`src/rtl/rsa_csr_pkg.sv`:
```
// Shared definitions for the RSA wrapper AXI-Lite CSR block:
// register word map, response codes, FSM state types, byte-lane merge.
package rsa_csr_pkg;

  localparam int unsigned REG_COMMAND = 0;
  localparam int unsigned REG_RXADDR  = 1;
  localparam int unsigned REG_TXADDR  = 2;
  localparam int unsigned REG_T       = 3;
  localparam int unsigned REG_T_LEN   = 4;
  localparam int unsigned REG_LOADING = 5;

  localparam logic [1:0] RESP_OKAY   = 2'b00;
  localparam logic [1:0] RESP_SLVERR = 2'b10;

  typedef enum logic {
    W_IDLE,
    W_RESP
  } wr_state_t;

  typedef enum logic {
    R_IDLE,
    R_DATA
  } rd_state_t;

  function automatic logic [31:0] merge(
    input logic [31:0] old,
    input logic [31:0] nw,
    input logic [3:0]  strb
  );
    logic [31:0] res;
    res = old;
    for (int i = 0; i < 4; i++) begin
      if (strb[i]) res[8*i +: 8] = nw[8*i +: 8];
    end
    return res;
  endfunction

endpackage

```
`src/rtl/axil_csr_responder.sv`:
```
// AXI4-Lite slave holding the RSA control registers; word 0 reads
// back the core status while writes to it pulse command_wr_o.
module axil_csr_responder
  import rsa_csr_pkg::*;
#(
  parameter int ADDR_W   = 12,
  parameter int DATA_W   = 32,
  parameter int NUM_REGS = 6
) (
  input  logic              clk,
  input  logic              resetn,
  input  logic [ADDR_W-1:0] s_axi_csrs_awaddr,
  input  logic              s_axi_csrs_awvalid,
  output logic              s_axi_csrs_awready,
  input  logic [DATA_W-1:0] s_axi_csrs_wdata,
  input  logic [3:0]        s_axi_csrs_wstrb,
  input  logic              s_axi_csrs_wvalid,
  output logic              s_axi_csrs_wready,
  output logic [1:0]        s_axi_csrs_bresp,
  output logic              s_axi_csrs_bvalid,
  input  logic              s_axi_csrs_bready,
  input  logic [ADDR_W-1:0] s_axi_csrs_araddr,
  input  logic              s_axi_csrs_arvalid,
  output logic              s_axi_csrs_arready,
  output logic [DATA_W-1:0] s_axi_csrs_rdata,
  output logic [1:0]        s_axi_csrs_rresp,
  output logic              s_axi_csrs_rvalid,
  input  logic              s_axi_csrs_rready,
  input  logic [DATA_W-1:0] status_i,
  output logic [DATA_W-1:0] command_o,
  output logic [DATA_W-1:0] rxaddr_o,
  output logic [DATA_W-1:0] txaddr_o,
  output logic [DATA_W-1:0] t_o,
  output logic [DATA_W-1:0] t_len_o,
  output logic [DATA_W-1:0] loading_o,
  output logic              command_wr_o
);

  localparam int IDX_W = ADDR_W - 2;

  wr_state_t wstate, wstate_nx;
  rd_state_t rstate, rstate_nx;

  logic              aw_got, w_got;
  logic [IDX_W-1:0]  aw_idx;
  logic [DATA_W-1:0] w_data;
  logic [3:0]        w_strb;
  logic [DATA_W-1:0] regs [NUM_REGS];

  logic              aw_hs, w_hs, b_hs;
  logic              ar_hs, r_hs;
  logic              commit;
  logic [IDX_W-1:0]  c_idx;
  logic [DATA_W-1:0] c_data;
  logic [3:0]        c_strb;
  logic              c_hit;
  logic [IDX_W-1:0]  r_idx;
  logic              r_hit;
  logic [DATA_W-1:0] rd_word;
  logic [3:0]        addr_unused;

  assign addr_unused = {s_axi_csrs_awaddr[1:0], s_axi_csrs_araddr[1:0]};

  assign s_axi_csrs_awready = (wstate == W_IDLE) && !aw_got;
  assign s_axi_csrs_wready  = (wstate == W_IDLE) && !w_got;
  assign s_axi_csrs_arready = (rstate == R_IDLE);

  assign aw_hs = s_axi_csrs_awvalid && s_axi_csrs_awready;
  assign w_hs  = s_axi_csrs_wvalid && s_axi_csrs_wready;
  assign b_hs  = s_axi_csrs_bvalid && s_axi_csrs_bready;
  assign ar_hs = s_axi_csrs_arvalid && s_axi_csrs_arready;
  assign r_hs  = s_axi_csrs_rvalid && s_axi_csrs_rready;

  // Commit on the edge where the second half arrives, using the live
  // bus value for whichever half has not been captured yet.
  assign commit = (wstate == W_IDLE)
                && (aw_got || aw_hs)
                && (w_got || w_hs);
  assign c_idx  = aw_got ? aw_idx : s_axi_csrs_awaddr[ADDR_W-1:2];
  assign c_data = w_got ? w_data : s_axi_csrs_wdata;
  assign c_strb = w_got ? w_strb : s_axi_csrs_wstrb;
  assign c_hit  = c_idx < IDX_W'(NUM_REGS);

  assign r_idx = s_axi_csrs_araddr[ADDR_W-1:2];
  assign r_hit = r_idx < IDX_W'(NUM_REGS);

  always_comb begin
    rd_word = '0;
    if (r_idx == '0) begin
      rd_word = status_i;
    end else begin
      for (int i = 1; i < NUM_REGS; i++) begin
        if (r_idx == IDX_W'(i)) rd_word = regs[i];
      end
    end
  end

  always_comb begin
    wstate_nx = wstate;
    unique case (wstate)
      W_IDLE: if (commit) wstate_nx = W_RESP;
      W_RESP: if (b_hs) wstate_nx = W_IDLE;
      default: wstate_nx = W_IDLE;
    endcase
  end

  always_comb begin
    rstate_nx = rstate;
    unique case (rstate)
      R_IDLE: if (ar_hs) rstate_nx = R_DATA;
      R_DATA: if (r_hs) rstate_nx = R_IDLE;
      default: rstate_nx = R_IDLE;
    endcase
  end

  always_ff @(posedge clk) begin
    if (!resetn) begin
      wstate <= W_IDLE;
      rstate <= R_IDLE;
    end else begin
      wstate <= wstate_nx;
      rstate <= rstate_nx;
    end
  end

  always_ff @(posedge clk) begin
    if (!resetn) begin
      aw_got            <= 1'b0;
      w_got             <= 1'b0;
      aw_idx            <= '0;
      w_data            <= '0;
      w_strb            <= '0;
      s_axi_csrs_bvalid <= 1'b0;
      s_axi_csrs_bresp  <= RESP_OKAY;
      command_wr_o      <= 1'b0;
      for (int i = 0; i < NUM_REGS; i++) regs[i] <= '0;
    end else begin
      command_wr_o <= 1'b0;
      if (aw_hs) begin
        aw_got <= 1'b1;
        aw_idx <= s_axi_csrs_awaddr[ADDR_W-1:2];
      end
      if (w_hs) begin
        w_got  <= 1'b1;
        w_data <= s_axi_csrs_wdata;
        w_strb <= s_axi_csrs_wstrb;
      end
      if (commit) begin
        aw_got            <= 1'b1;
        w_got             <= 1'b1;
        s_axi_csrs_bvalid <= 1'b1;
        s_axi_csrs_bresp  <= c_hit ? RESP_OKAY : RESP_SLVERR;
        for (int i = 0; i < NUM_REGS; i++) begin
          if (c_hit && c_idx == IDX_W'(i))
            regs[i] <= merge(regs[i], c_data, c_strb);
        end
        // Strobe fires even for an all-zero wstrb
        if (c_idx == '0) command_wr_o <= 1'b1;
      end
      if (b_hs) begin
        s_axi_csrs_bvalid <= 1'b0;
        aw_got            <= 1'b0;
        w_got             <= 1'b0;
      end
    end
  end

  always_ff @(posedge clk) begin
    if (!resetn) begin
      s_axi_csrs_rvalid <= 1'b0;
      s_axi_csrs_rdata  <= '0;
      s_axi_csrs_rresp  <= RESP_OKAY;
    end else if (ar_hs) begin
      s_axi_csrs_rvalid <= 1'b1;
      s_axi_csrs_rdata  <= rd_word;
      s_axi_csrs_rresp  <= r_hit ? RESP_OKAY : RESP_SLVERR;
    end else if (r_hs) begin
      s_axi_csrs_rvalid <= 1'b0;
    end
  end

  assign command_o = regs[REG_COMMAND];
  assign rxaddr_o  = regs[REG_RXADDR];
  assign txaddr_o  = regs[REG_TXADDR];
  assign t_o       = regs[REG_T];
  assign t_len_o   = regs[REG_T_LEN];
  assign loading_o = regs[REG_LOADING];

endmodule

```
`config.mk`:
```
export PLATFORM = sky130hd
export DESIGN_NAME = axil_csr_responder
export DESIGN_NICKNAME = d
export VERILOG_FILES = /design/src/rtl/rsa_csr_pkg.sv /design/src/rtl/axil_csr_responder.sv
export SDC_FILE = /design/constraint.sdc
export NUM_CORES = 1
export LEC_CHECK = 0
export CORE_MARGIN = 2
export CORE_UTILIZATION = 44
export DETAILED_ROUTE_END_ITERATION = 7
export PLACE_DENSITY = 0.73
export SLEW_MARGIN = 20
export SYNTH_ARGS = -nofsm -noshare
export SYNTH_HDL_FRONTEND = slang
export SYNTH_SLANG_ARGS = --single-unit
```
`constraint.sdc`:
```
create_clock -name clk -period 2.8 [get_ports clk]
set_input_delay 0.42 -clock clk [delete_from_list [all_inputs] [get_ports clk]]
set_output_delay 0.42 -clock clk [all_outputs]
set_load 0.005 [all_outputs]
```
* Yosys cells after proc, flatten, opt, wreduce, memory -nomap -nowiden
Memories as Yosys holds them, arrays and structs flattened.
Cells that the tools add are included.
** Cells by class
- Equality and inequality tests :: 10
- Magnitude comparators :: 2
- Reductions and logical operators :: 26
- Bitwise logic cells :: 9
- Muxes and demuxes :: 151
** Operators by type and width (count)
- 8-bit two-way mux :: 96
- 32-bit two-way mux :: 13
- 10-bit by 2-bit == test with 1-bit output, second input constant :: 4
- 10-bit by 3-bit == test with 1-bit output, second input constant :: 4
- 1-bit two-way mux :: 36
- 10-bit by 1-bit == test with 1-bit output, second input constant :: 2
- 10-bit logical NOT :: 2
- 10-bit by 3-bit less-than comparator with 1-bit output, second input constant :: 2
- 1-bit logical AND :: 15
- 10-bit two-way mux :: 1
- 1-bit bitwise OR :: 6
- 2-bit nonzero test :: 3
- 2-bit two-way mux :: 2
- 4-bit two-way mux :: 1
- 1-bit case mux with 2 select lines :: 2
- 1-bit NOT :: 3
- 1-bit logical NOT :: 2
- 1-bit logical OR :: 2
- 2-bit AND reduction :: 1
- 2-bit OR reduction :: 1
** Storage, ports and cells
- Bits of input ports :: 99
- Memories :: 1
- Memory bits (writable) :: 192
- Flip-flop bits (word level) :: 89
- Output and inout bits :: 234
** Memory list
- regs :: depth 6, bits a word 32, read ports 6, clocked after memory_dff 0, wr ports 6, RTL line axil_csr_responder.sv:48 : logic [DATA_W-1:0] regs [NUM_REGS];

* Longest topological paths before layout
Gate-level depths: netlist (run 1).
- Depth in word-level cells :: 10
- Mapped depth :: 7

* Worst setup path before layout (run 1)
Ideal clock, no wire load.
- Path kind :: input to register
- Start point :: in s_axi_csrs_awaddr[3]
- End point :: mem regs[4][10], enable pin
- Data arrival time :: 2.213 ns
- Slack :: 0.200 ns
- Stages on the path :: 5
- Cell sequence :: nor2b_1 -> a21oi_1 -> clkbuf_1 -> o211ai_1 -> o31ai_1
** RTL lines
- start: declaration :: RTL line axil_csr_responder.sv:12 : input logic [ADDR_W-1:0] s_axi_csrs_awaddr,
- end: declaration :: RTL line axil_csr_responder.sv:48

==> results of run 1 <==
-- power by group --
| part | internal, W | switching (W) |
|---|---|---|
| clock network | 0.00217 | 0.00158 |
| logic | 0.000576 | 0.000699 |
| registers | 0.00456 | 0.000132 |
| total | 0.00731 | 0.00241 |
-- per-stage QoR --
stage	hold WS [ns]	power [W]	setup WS [ns]	std cells
after floorplan	0.439	0.00531	0.200	1122
after global placement	0.436	0.00602	0.0206	1812
after detailed placement	0.448	0.00604	0.00580	1812
after CTS	0.273	0.00972	0.384	1865
after global routing	0.304	0.00999	0.237	1865
final	0.280	0.00972	0.367	1866
-- worst max-delay path by stage --
stage	end	slack [ns]	depth (start not counted)	from
after floorplan	regs[4][10]	0.20	5	s_axi_csrs_awaddr[3]
after global placement	regs[5][17]	0.02	7	s_axi_csrs_awaddr[7]
after detailed placement	regs[1][2]	0.006	8	s_axi_csrs_awaddr[7]
after CTS	regs[1][6]	0.38	7	aw_got
after global routing	regs[1][6]	0.24	7	aw_got
final	regs[1][0]	0.37	7	aw_got
-- cell type report --
type                            count  area share [%]
Timing Repair Buffer              405            22.6
Antenna cell                        1          0.0146
Clock inverter                     18           0.933
Inverter                            6           0.131
Multi-Input combinational cell    750            25.5
Sequential cell                   279            43.8
Clock buffer                       35            4.36
Tap cell                          372            2.71
-- placed cells by master, fill, tap and decap left out, drive strengths merged, types with 3 or more instances in the layout --
master | Yosys | routed
clkdlybuf4s50 | 0 | 323
nor2 | 215 | 215
edfxtp | 192 | 192
nand2 | 127 | 127
dfxtp | 87 | 87
buf | 10 | 82
o21ai | 58 | 58
mux2i | 51 | 51
a21boi | 47 | 47
nand2b | 43 | 43
clkbuf | 77 | 35
nor4 | 28 | 28
o211ai | 18 | 18
a21o | 16 | 16
a2bb2oi | 16 | 16
o2bb2ai | 15 | 15
a22oi | 15 | 15
o221ai | 15 | 15
clkinv | 1 | 15
a2111o | 13 | 13
a21oi | 10 | 10
nor2b | 7 | 7
o2111ai | 7 | 7
inv | 5 | 5
o22ai | 4 | 4
and2 | 4 | 4
or4 | 4 | 4
o21a | 3 | 3
o31ai | 3 | 3
or3 | 3 | 3
nand3b | 3 | 3
and3 | 3 | 3
o22a | 3 | 3
a31o | 3 | 3
bufinv | 0 | 3
-- per-layer routing --
layer	global-route usage, %	part of all wire, %	up-vias	wire (um)
li1	-	-	4756	-
met1	39.2	41	5041	17400
met2	45.4	46	663	19800
met3	5.02	9.5	101	4080
met4	9.74	3.6	0	1550
met5	0	0	-	0
-- critical path: stages (launching register included) --
cell	delay (ns)
dfxtp_1	0.48
or4_1	0.59
nor2_2	0.15
buf_12	0.14
o211ai_1	0.11
buf_4	0.21
o21ai_0	0.23
buf_4	0.22
-- registers in the layout, summed over array words and instances (netlist names) --
register	count
wstate	1
s_axi_csrs_rresp	1
s_axi_csrs_rdata	32
s_axi_csrs_rvalid	1
s_axi_csrs_bresp	1
command_wr_o	1
regs	192
aw_idx	10
w_data	32
w_got	1
w_strb	4
rstate	1
s_axi_csrs_bvalid	1
aw_got	1
-- cell families after synthesis --
| family | Yosys count | synth area share (%) |
|---|---|---|
| AO/OA/AOI/OAI | 252 | 15.1 |
| other | 1 | 0.0307 |
| AND/OR/NAND/NOR | 443 | 16.0 |
| buffers and inverters | 93 | 3.03 |
| flip-flops | 279 | 61.5 |
| multiplexers | 53 | 4.36 |
==> results.ini, run 1 <==
[yosys]
postSynthCellCount=1121
yosys.cell_types.count=51
syn_area_um2=12200
synth.most_common_cell=nor2_1
synth_ff_type=edfxtp_1
netlist.area_leader.share_pct=47.2
synthTopCellsByArea=edfxtp_1 47%, dfxtp_1 14%, nor2_1 6.5%
synth-seq-cells=279
yosysSeqAreaShare_pct=61.5
yosys_warnings=0
avgSynthCellArea_um2=10.9
ys_async_sr_fraction_pct=0
yosysTopAreaCell=edfxtp_1
synthTopCellsByCount=213 x nor2_1, 192 x edfxtp_1, 127 x nand2_1
synth_edf_count=192

[floorplanning]
core_um2=27100
start_util_pct=45.1
row_count=60
die_area_um2=29100
die_h_um=171
die_x_um=171
ios=333

[drt]
remaining_drc_errors=0
drtAntennaViolNets=0
avgViaCountPerCell=5.66
drt_iter0_markers=1121
wl_per_cell_um=23.0
postRouteWirelength_um=42900
firstDrtPassIters=5
via_count=10561

[clocking]
cts.hold.buffers_added=0
cts_buffers=29
max-clock-path-buffers=3
root_buffer=clkbuf_16
cts_sinks=279
ctsHtreeMaxLevel=1
cts_tree=done
insertion_delay_ns=0.55
cts_resized=0
path_clk_slew_ns=0.06
cts_setup_buffers=0

[timing]
final-setup-viol-count=0
max_freq_mhz=411
maxSlewHeadroom_pct=55.4
slew_violations=0
fin_skew_ns=0.00767
max_slew.worst_pin.slew_ns=0.669
period_needed_ns=2.43
final.period_utilization_pct=86.9
finalSetupTns_ns=0
rsz0062_at_grt=false
hold_violations=0

[cells_and_area]
multiInputGateArea_um2=4370
nets=1570
nFillCells=2116
area_growth_pct=40.5
seqCellArea_um2=7510
post-route-util_pct=63.3
final_area_um2=17200
drive_above_1_share_pct=9.44

[grt]
gr-total-overflow=0
grt_usage_pct=28.4
grt_pass1_vias=10023
grt_pass1_wl_um=61700
antenna_found_initial=1
grt_start_max_net_pins=75

[status]
status=complete, no violations

[place]
place_area_um2=16200
hpwlAfterDp_um=32500
place.gp.congestion=0.904
port_buffers=326

[setup_path]
path_class=flip-flop to flip-flop
r2r_end=regs[1][0]
start_kind=flip-flop
crit_arrival_ns=2.69
ff2ff_path_depth=7
cp-end-kind=flip-flop
r2r-start=aw_got
worstPathMaxFanout=16
timing.critical_path.required_ns=3.05
r2r_slack_ns=0.37

[pwr]
p_leak_nw=6.04
p_per_area_nw_per_um2=566
vdd_drop_max_v=0.000437

[flow_run]
drv_cap=0

[worst_hold_path]
hold_path_end=rstate
min_from=resetn
hold-path-cell-count=3
hp-class=input port to flip-flop

Power figures use the tool's default switching activity.
==> run 2: changes to the inputs <==
- CORE_MARGIN: 2 -> unset
==> run 2 against run 1 <==
First-iteration DRC count rose by 17%. Critical path type unchanged. Sequential power barely moved. Utilization rose by 0.24 points. Register-to-register slack got worse by 0.02 ns. Final cell count fell by 0.11%. Total power rose by 3.4%. Via count rose by 0.48%. Non-clock buffer count fell by 2. Die area fell by 2.3%.
==> results.ini, run 2 (synthesis results as in run 1) <==
[cells_and_area]
final_area_um2=17200  ; +0.39%
area_growth_pct=41.0
final_common_cell=clkdlybuf4s50_1
largest_register_ffs=192  ; unchanged
final_cell_mix=323 x clkdlybuf4s50_1, 213 x nor2_1, 192 x edfxtp_1, 127 x nand2_1, 86 x dfxtp_1
drive_above_1_share_pct=9.72  ; +0.27 points
antenna-diode-count=0  ; -1
largest_register=regs
post-route-util_pct=63.6  ; +0.24 points
top_regs=regs: 192 flops, s_axi_csrs_rdata: 32 flops, w_data: 32 flops
nets=1568  ; -0.13%

[clocking]
cts_tree=done
path_clk_slew_ns=0.07  ; about the same
ctsHtreeMaxLevel=1  ; unchanged
root_buffer=clkbuf_16
cts_resized=0  ; unchanged
cts.hold.buffers_added=0  ; unchanged
cts_setup_buffers=0  ; unchanged
cts_sinks=279  ; unchanged
insertion_delay_ns=0.56  ; about the same
cts_buffers=29  ; unchanged
max-clock-path-buffers=3  ; unchanged

[setup_path]
r2r_slack_ns=0.35  ; -0.02 ns
cp_top_family=simple AND/OR/NAND/NOR gates
timing.critical_path.required_ns=3.07  ; +0.02 ns
path_class=flip-flop to flip-flop
setup.worst_path.end=regs[1][0]
cp_num_buf_inv=2  ; -1
max_stage_delay_ns=0.59  ; about the same
crit_cells=6  ; -1
crit_path_cell_trace=or4_1 -> nor2_2 -> buf_12 -> o211ai_1 -> o21ai_0 -> buf_4
r2r_end=regs[1][0]
cp-startpoint=aw_got
cp-end-kind=flip-flop
start_kind=flip-flop
crit_arrival_ns=2.72  ; +0.03 ns
r2r-start=aw_got
worstPathMaxFanout=16  ; unchanged
crit_slowest_cell=or4_1
ff2ff_path_depth=6  ; -1

[drt]
wl_per_cell_um=22.9  ; -0.40%
firstDrtPassIters=5  ; unchanged
remaining_drc_errors=0  ; unchanged
via_count=10612  ; +0.48%
drt_iter0_markers=1310  ; +17%
avgViaCountPerCell=5.69  ; +0.59%
postRouteWirelength_um=42600  ; -0.51%
drtAntennaViolNets=0  ; unchanged

[floorplanning]
core_um2=27100  ; unchanged
start_util_pct=45.1  ; unchanged
die_area_um2=28400  ; -2.3%
row_count=60  ; unchanged
ios=333  ; unchanged
die_x_um=169  ; -1.2%
die_h_um=169  ; -1.2%

[timing]
final.period_utilization_pct=87.4  ; +0.54 points
max_slew.worst_pin.slew_ns=0.690  ; +0.0212 ns
slew_violations=0  ; unchanged
max_freq_mhz=409  ; -0.61%
rsz0062_at_grt=false
maxSlewHeadroom_pct=54.0  ; -1.4 points
hold_violations=0  ; unchanged
fin_skew_ns=0.0124  ; +0.00471 ns
period_needed_ns=2.45  ; +0.0150 ns
final-setup-viol-count=0  ; unchanged

[place]
hpwlAfterDp_um=32300  ; -0.43%
port_buffers=326  ; unchanged
place.gp.congestion=0.944  ; +4.4%
place_area_um2=16200  ; -0.17%

[pwr]
p_leak_nw=6.08  ; +0.57%
p_per_area_nw_per_um2=584  ; +3.0%
power_w=0.0101  ; +3.4%
vdd_drop_max_v=0.000526  ; +20%

[grt]
gr-total-overflow=0  ; unchanged
antenna_found_initial=2  ; +1
grt_pass1_vias=10004  ; -0.19%
grt_start_max_net_pins=71  ; -5.3%
grt_usage_pct=29.4  ; +0.93 points
grt_pass1_wl_um=62100  ; +0.51%

[flow_run]
drv_cap=0  ; unchanged

[worst_hold_path]
hp-class=input port to flip-flop

[status]
status=complete, no violations

[run 2: where the power goes]
part | total (W) | leakage [nW] | switching [W] | internal (W)
Clock | 0.00408 | 0.493 | 0.00162 | 0.00246
Sequential | 0.00470 | 2.69 | 0.000139 | 0.00456
Combinational | 0.00127 | 2.89 | 0.000699 | 0.000574
Total | 0.0101 | 6.08 | 0.00246 | 0.00759
[run 2: final cells by class]
cell class / count / area [um2]
Fill cell: 2147 / 9880
Sequential cell: 279 / 7510
Tap cell: 372 / 465
Inverter: 6 / 22.5
Clock buffer: 34 / 744
Multi-Input combinational cell: 750 / 4370
Timing Repair Buffer: 403 / 3850
Clock inverter: 20 / 260
[run 2: routing by layer]
| metal | wire [um] | GRT usage, % | vias up |
|---|---|---|---|
| met2 | 19800 | 47.6 | 680 |
| met1 | 17200 | 39.3 | 5088 |
| met4 | 1360 | 10.3 | 4 |
| met5 | 22 | 0 | - |
| li1 | - | - | 4754 |
| met3 | 4300 | 5.94 | 86 |
[run 2: worst register-to-register path: cells and delay by family, from the launching register on]
kind	cells	cell delay, ns
AOI/OAI and AO/OA	2	0.61
buffers and inverters	2	0.35
DFF	1	0.46
and+or+nand+nor	2	0.74
[run 2: worst min path at each step]
| stage | depth (start not counted) | slack [ns] | startpoint | endpoint |
|---|---|---|---|---|
| global placement | 2 | 0.44 | s_axi_csrs_rdata[15] | s_axi_csrs_rdata[15] |
| finish | 3 | 0.32 | resetn | rstate |
| CTS | 3 | 0.28 | resetn | s_axi_csrs_rresp[1] |
| global route | 3 | 0.31 | resetn | rstate |
| detailed placement | 2 | 0.45 | s_axi_csrs_rdata[15] | s_axi_csrs_rdata[15] |
| floorplan | 2 | 0.44 | aw_idx[9] | aw_idx[9] |
[run 2: through the flow]
step / TNS (ns) / worst slack, ns / hold WS [ns] / instances
2_1_floorplan: 0 / 0.200 / 0.439 / 1122
6_report: 0 / 0.352 / 0.316 / 1864
4_1_cts: 0 / 0.356 / 0.282 / 1864
3_3_place_gp: 0 / 0.0343 / 0.439 / 1810
3_5_place_dp: -0.257 / -0.0392 / 0.446 / 1810
5_1_grt: 0 / 0.158 / 0.311 / 1864
